**config.mk**
```make
export PLATFORM = sky130hd
export DESIGN_NAME = ddr_local_arbiter
export DESIGN_NICKNAME = d
export VERILOG_FILES = /design/src/rtl/ddr_arb_pkg.sv /design/src/rtl/ddr_rd_tag_fifo.sv /design/src/rtl/ddr_local_arbiter.sv
export SDC_FILE = /design/constraint.sdc
export NUM_CORES = 1
export LEC_CHECK = 0
export BUFFER_PORTS_ARGS = -buffer_cell sky130_fd_sc_hd__buf_2
export CORE_MARGIN = 2
export CORE_UTILIZATION = 35
export CTS_CLUSTER_SIZE = 28
export DETAILED_ROUTE_END_ITERATION = 12
export SLEW_MARGIN = 20
export SYNTH_ARGS = -nofsm -noshare
export SYNTH_HDL_FRONTEND = slang
export SYNTH_SLANG_ARGS = --single-unit
```
**constraint.sdc**
```tcl
create_clock -name clk -period 9.7 [get_ports clk]
set_input_delay 0 -clock clk [delete_from_list [all_inputs] [get_ports clk]]
set_output_delay 0 -clock clk [all_outputs]
set_load 0.1 [all_outputs]
```
**src/rtl/ddr_arb_pkg.sv**
```systemverilog
// Shared definitions for the two-port DDR local-interface arbiter.
package ddr_arb_pkg;

    localparam int DEF_ADDR_W = 25;
    localparam int DEF_DATA_W = 32;
    localparam int DEF_BE_W   = 4;
    localparam int DEF_MAX_RD = 8;

    typedef enum logic {
        ST_IDLE  = 1'b0,
        ST_ISSUE = 1'b1
    } state_t;

    typedef logic port_t;

endpackage

```
**src/rtl/ddr_rd_tag_fifo.sv**
```systemverilog
// Read-tag FIFO: remembers which port issued each outstanding read, in issue order.
module ddr_rd_tag_fifo #(
    parameter int DEPTH = 8,
    parameter int CNT_W = $clog2(DEPTH) + 1
) (
    input  logic             clk,
    input  logic             rst,
    input  logic             push,
    input  logic             push_tag,
    input  logic             pop,
    output logic             head_tag,
    output logic             full,
    output logic             empty,
    output logic [CNT_W-1:0] count
);
    localparam int PTR_W = $clog2(DEPTH);

    logic [DEPTH-1:0] mem_q, mem_d;
    logic [PTR_W-1:0] wr_ptr_q, wr_ptr_d, rd_ptr_q, rd_ptr_d;
    logic [CNT_W-1:0] count_q, count_d;
    logic             do_push, do_pop;

    always_ff @(posedge clk or posedge rst) begin
        if (rst) begin
            mem_q    <= '0;
            wr_ptr_q <= '0;
            rd_ptr_q <= '0;
            count_q  <= '0;
        end else begin
            mem_q    <= mem_d;
            wr_ptr_q <= wr_ptr_d;
            rd_ptr_q <= rd_ptr_d;
            count_q  <= count_d;
        end
    end

    // Pointers wrap naturally because DEPTH is a power of two.
    always_comb begin
        do_push  = push && !full;
        do_pop   = pop && !empty;
        mem_d    = mem_q;
        wr_ptr_d = wr_ptr_q;
        rd_ptr_d = rd_ptr_q;
        if (do_push) begin
            mem_d[wr_ptr_q] = push_tag;
            wr_ptr_d        = wr_ptr_q + PTR_W'(1);
        end
        if (do_pop) begin
            rd_ptr_d = rd_ptr_q + PTR_W'(1);
        end
        count_d = count_q + CNT_W'(do_push) - CNT_W'(do_pop);
    end

    assign full     = (count_q == CNT_W'(DEPTH));
    assign empty    = (count_q == '0);
    assign count    = count_q;
    assign head_tag = mem_q[rd_ptr_q];

endmodule

```
**src/rtl/ddr_local_arbiter.sv**
```systemverilog
// Round-robin arbiter sharing the DDR controller local port between two requesters.
// state    | meaning
// ST_IDLE  | no command presented; pick a winner when a port is eligible
// ST_ISSUE | command held on local_* until local_ready accepts it
module ddr_local_arbiter
    import ddr_arb_pkg::*;
#(
    parameter int ADDR_W = DEF_ADDR_W,
    parameter int DATA_W = DEF_DATA_W,
    parameter int BE_W   = DEF_BE_W,
    parameter int MAX_RD = DEF_MAX_RD
) (
    input  logic                  clk,
    input  logic                  reset,
    input  logic                  rq0_read,
    input  logic                  rq0_write,
    input  logic [ADDR_W-1:0]     rq0_addr,
    input  logic [DATA_W-1:0]     rq0_wdata,
    input  logic [BE_W-1:0]       rq0_be,
    output logic                  rq0_ack,
    output logic                  rq0_rdata_valid,
    input  logic                  rq1_read,
    input  logic                  rq1_write,
    input  logic [ADDR_W-1:0]     rq1_addr,
    input  logic [DATA_W-1:0]     rq1_wdata,
    input  logic [BE_W-1:0]       rq1_be,
    output logic                  rq1_ack,
    output logic                  rq1_rdata_valid,
    output logic [DATA_W-1:0]     rq_rdata,
    input  logic                  local_init_done,
    input  logic                  local_ready,
    input  logic [DATA_W-1:0]     local_rdata,
    input  logic                  local_rdata_valid,
    output logic                  local_read_req,
    output logic                  local_write_req,
    output logic                  local_burstbegin,
    output logic [ADDR_W-1:0]     local_address,
    output logic [DATA_W-1:0]     local_wdata,
    output logic [BE_W-1:0]       local_be,
    output logic                  local_size,
    output logic [$clog2(MAX_RD):0] rd_outstanding,
    output logic                  rd_err
);
    localparam int CNT_W = $clog2(MAX_RD) + 1;

    state_t            state_q, state_d;
    port_t             win_q, win_d, rr_q, rr_d, sel;
    logic              rd_q, rd_d, wr_q, wr_d;
    logic [ADDR_W-1:0] addr_q, addr_d;
    logic [DATA_W-1:0] wdata_q, wdata_d, rdata_q, rdata_d;
    logic [BE_W-1:0]   be_q, be_d;
    logic [1:0]        rdv_q, rdv_d, elig;
    logic              err_q, err_d;
    logic              accept, push, pop, rd_ok, load, sel_wr;
    logic              fifo_full, fifo_empty, head_tag;
    logic [CNT_W-1:0]  fifo_count;

    ddr_rd_tag_fifo #(.DEPTH(MAX_RD), .CNT_W(CNT_W)) u_tag_fifo (
        .clk      (clk),
        .rst      (reset),
        .push     (push),
        .push_tag (win_q),
        .pop      (pop),
        .head_tag (head_tag),
        .full     (fifo_full),
        .empty    (fifo_empty),
        .count    (fifo_count)
    );

    always_ff @(posedge clk or posedge reset) begin
        if (reset) begin
            state_q <= ST_IDLE;
            win_q   <= 1'b0;
            rr_q    <= 1'b0;
            rd_q    <= 1'b0;
            wr_q    <= 1'b0;
            addr_q  <= '0;
            wdata_q <= '0;
            be_q    <= '0;
            rdv_q   <= '0;
            rdata_q <= '0;
            err_q   <= 1'b0;
        end else begin
            state_q <= state_d;
            win_q   <= win_d;
            rr_q    <= rr_d;
            rd_q    <= rd_d;
            wr_q    <= wr_d;
            addr_q  <= addr_d;
            wdata_q <= wdata_d;
            be_q    <= be_d;
            rdv_q   <= rdv_d;
            rdata_q <= rdata_d;
            err_q   <= err_d;
        end
    end

    always_comb begin
        accept = (state_q == ST_ISSUE) && local_ready;
        push   = accept && rd_q;
        // A read loaded while another read is being pushed must still find a free tag slot.
        rd_ok  = !fifo_full && !(push && (fifo_count == CNT_W'(MAX_RD - 1)));
        elig[0] = rq0_write || (rq0_read && rd_ok);
        elig[1] = rq1_write || (rq1_read && rd_ok);
        if (accept) begin
            elig[win_q] = 1'b0;
        end
        if (!local_init_done) begin
            elig = '0;
        end
        sel    = (elig == 2'b11) ? rr_q : elig[1];
        sel_wr = sel ? rq1_write : rq0_write;

        state_d = state_q;
        win_d   = win_q;
        rr_d    = rr_q;
        rd_d    = rd_q;
        wr_d    = wr_q;
        addr_d  = addr_q;
        wdata_d = wdata_q;
        be_d    = be_q;
        load    = 1'b0;
        unique case (state_q)
            ST_IDLE: begin
                load = |elig;
            end
            ST_ISSUE: begin
                if (accept) begin
                    rr_d = ~win_q;
                    if (|elig) begin
                        load = 1'b1;
                    end else begin
                        rd_d    = 1'b0;
                        wr_d    = 1'b0;
                        state_d = ST_IDLE;
                    end
                end
            end
            default: state_d = ST_IDLE;
        endcase
        if (load) begin
            state_d = ST_ISSUE;
            win_d   = sel;
            wr_d    = sel_wr;
            rd_d    = !sel_wr;
            addr_d  = sel ? rq1_addr  : rq0_addr;
            wdata_d = sel ? rq1_wdata : rq0_wdata;
            be_d    = sel ? rq1_be    : rq0_be;
        end
    end

    always_comb begin
        pop   = local_rdata_valid && !fifo_empty;
        rdv_d = '0;
        if (pop) begin
            rdv_d[head_tag] = 1'b1;
        end
        err_d   = err_q || (local_rdata_valid && fifo_empty);
        rdata_d = local_rdata_valid ? local_rdata : rdata_q;
    end

    always_comb begin
        rq0_ack          = accept && !win_q;
        rq1_ack          = accept && win_q;
        rq0_rdata_valid  = rdv_q[0];
        rq1_rdata_valid  = rdv_q[1];
        rq_rdata         = rdata_q;
        local_read_req   = rd_q;
        local_write_req  = wr_q;
        local_burstbegin = rd_q || wr_q;
        local_address    = addr_q;
        local_wdata      = wdata_q;
        local_be         = be_q;
        local_size       = 1'b1;
        rd_outstanding   = fifo_count;
        rd_err           = err_q;
    end

endmodule

```
==> results.cfg <==
[timing]
fin_skew_ps = 8.05
fin_tns_setup_ps = 0
hold_violations = 0
worst_slew_pin_slew_ps = 1070
max_freq_mhz = 277
setup_viol = 0
maxSlewViolCount = 0
min_period_ps = 3610
rsz0062_at_grt = no
slew_headroom_pct = 28.8
finalCritPeriodShare_pct = 37.2

[global_route]
grt-ovfl-total = 0
grtUsageTotal_pct = 21.4
grt_pass1_wl_um = 28800
antenna_found_initial = 1
grt_start_max_net_pins = 65
grt_pass1_vias = 5998

[route]
dr.pass1.iters = 5
ant_nets = 0
drcViolationCount = 0
wl_per_cell_um = 15.9
drt_iter0_drc = 391
via_per_inst = 5.10
dr_total_vias = 5988
totalWireLength_um = 18700

[finish]
layout-drive-gt1-share_pct = 37.6
stdcell_count = 1175
syn2layout_area_growth_pct = 64.4
nets = 1118

[place]
dpl.hpwl_um = 11700
portBuffers = 267
place_inst = 983
routabilityCongestion = 0.807

[floorplanning]
die-area_sq_mm = 0.0172
initial_core_util_pct = 35.7
coreArea_sq_mm = 0.0158
die_x_um = 131
die_h_um = 131
ios = 269
rows = 46

[critical_path]
slowest_stage = a211oi_4
crit_path_end_kind = register
crit_chain = inv_1 -> ha_1 -> or3b_4 -> o211ai_2 -> a211oi_4 -> buf_4 -> o21ai_0 -> a31oi_1 -> dlygate4sd3_1
crit_arrival_ps = 3950
slowest_delay_ps = 940
crit_type = reg -> reg
crit_fanout = 37
worstPathRequired_ps = 10040
worstSetupStartpointType = register

[clocking]
clk_latency_ps = 410
cts_setup_buffers = 0
cts-root-buf = clkbuf_16
cts_sinks = 119
cts_tree = done
cts_max_path_buffers = 2
clkTransAtPathRegs_ps = 60
cts_buffers = 17
cts_resized = 0
postCtsHoldBufs = 159
ctsHtreeMaxLevel = 4

[logic_synthesis]
synthTopCellsByCount = 119 x dfrtp_1, 67 x nand3_1, 64 x nor3_1
ys_seq_elements = 119
syn_inst = 547
syn_avg_cell_area_sq_um = 10.3
post-synth-top-count-cell = dfrtp_1
synth.net_count = 720
yosys_warnings = 0
ys_seq_area_share_pct = 52.7
synth_area_sq_mm = 0.00565
synth-edff-count = 0
ys.flop_type = dfrtp_1
ys_types = 42
async_reset_ff_share_pct = 100
synth.area.top_cells = dfrtp_1 53%, mux2_2 8.0%, a31oi_1 6.9%
synth_top_area_share_pct = 52.7
yosys.area.top_type = dfrtp_1

[run_status]
status = complete, no violations

[flow_run]
maxCapViolations = 0

[power_and_ir_drop]
p_leak_nw = 4.12
vdd_drop_max_mv = 0.253
power_density_mw_per_mm2 = 368

[hold_path]
hold_path_class = in -> reg
[through the flow]
stage | hold slack [ps] | instance area (sq um) | setup WS, ps | power (mW) | util, %
2_1_floorplan | 152 | 5650 | 6540 | 2.27 | -
3_3_place_gp | 182 | 7070 | 6500 | 2.56 | 44.7
3_5_place_dp | 201 | 7070 | 6620 | 2.58 | 44.7
4_1_cts | 127 | 9280 | 6180 | 3.43 | 58.6
5_1_grt | 210 | 9290 | 5900 | 3.59 | 58.7
6_report | 152 | 9290 | 6090 | 3.42 | 58.7
[cell usage in the layout (no fill, tap or decap), drive strengths merged, types with 2 or more instances in the layout]
cell,n
nand2,8
dfrtp,119
ha,9
a21oi,6
o21ai,66
xnor2,3
dlygate4sd3,159
inv,15
clkinv,4
nand3,67
and2,2
clkinvlp,5
mux2,40
buf,272
clkbuf,18
a31oi,62
o31ai,2
nor2,4
nand2b,2
xor2,3
or2,2
bufinv,3
a31o,2
nor3b,4
nor3,64
a211oi,2
mux4,2
o211ai,3
[per-layer routing]
metal	vias to the layer above	wire [um]	GRT usage [%]
met5	-	0	0
met3	37	1560	5.44
met4	0	353	7.76
li1	2820	-	-
met1	2827	7400	25.6
met2	304	9360	37.3
[state kept, by name (all words and copies together) (netlist names)]
| signal | cells |
|---|---|
| local_address | 25 |
| local_be | 4 |
| state_q | 1 |
| u_tag_fifo.rd_ptr_q | 3 |
| u_tag_fifo.count | 4 |
| local_wdata | 32 |
| rd_err | 1 |
| u_tag_fifo.mem_q | 8 |
| rdv_q | 2 |
| u_tag_fifo.wr_ptr_q | 3 |
| local_read_req | 1 |
| rr_q | 1 |
| rq_rdata | 32 |
| win_q | 1 |
| local_write_req | 1 |
[logic make-up (layout without fill, tap and decap cells)]
family                   count (synthesis)  in the layout  synth area share [%]
multiplexers                            43             43                  8.94
flip-flops                             119            119                  52.7
adder cells (fa/ha/maj)                 10             10                  2.35
AO/OA/AOI/OAI                          147            147                  15.5
buffers and inverters                   65            476                  5.49
XOR/XNOR                                 6              6                 0.930
AND/OR/NAND/NOR                        156            156                  14.0
other                                    1              2                0.0663
[path summary, 6_finish.rpt]
path / start / to / slack [ps] / cells past startpoint
setup / recovery: u_tag_fifo.count[2] / local_wdata[16] / 6090 / 9
max in group asynchronous: reset / rq_rdata[11] / 8130 / 4
hold reg to reg: rd_err / rd_err / 470 / 1
min in group asynchronous: reset / rq_rdata[23] / 300 / 3
setup reg to reg: u_tag_fifo.count[2] / local_wdata[16] / 6090 / 9
hold / removal: rq0_read / state_q / 150 / 5
[power by group]
| part | switching (mW) | total, mW | internal (mW) |
|---|---|---|---|
| registers | 0.132 | 0.806 | 0.675 |
| clock network | 0.235 | 0.647 | 0.412 |
| logic | 1.49 | 1.97 | 0.481 |
| total | 1.86 | 3.42 | 1.57 |
[worst max-delay path: cells and delay by family (launching register included)]
kind	cells	cell delay, ps
buffers and inverters	3	1170
flip-flops	1	380
AND/OR/NAND/NOR	1	240
adder cells (fa/ha/maj)	1	210
AO/OA/AOI/OAI	4	1520
[layout make-up]
class                   count  area [sq um]
well taps                 216           270
clock buffers              18           439
diodes                      1          2.50
fillers                  1333          6540
repair buffers            431          2970
clock inverters            14           173
multi-input cells         363          2410
flip-flops and latches    119          2980
inverters                  13          51.3
(Power assumes the default switching activity.)
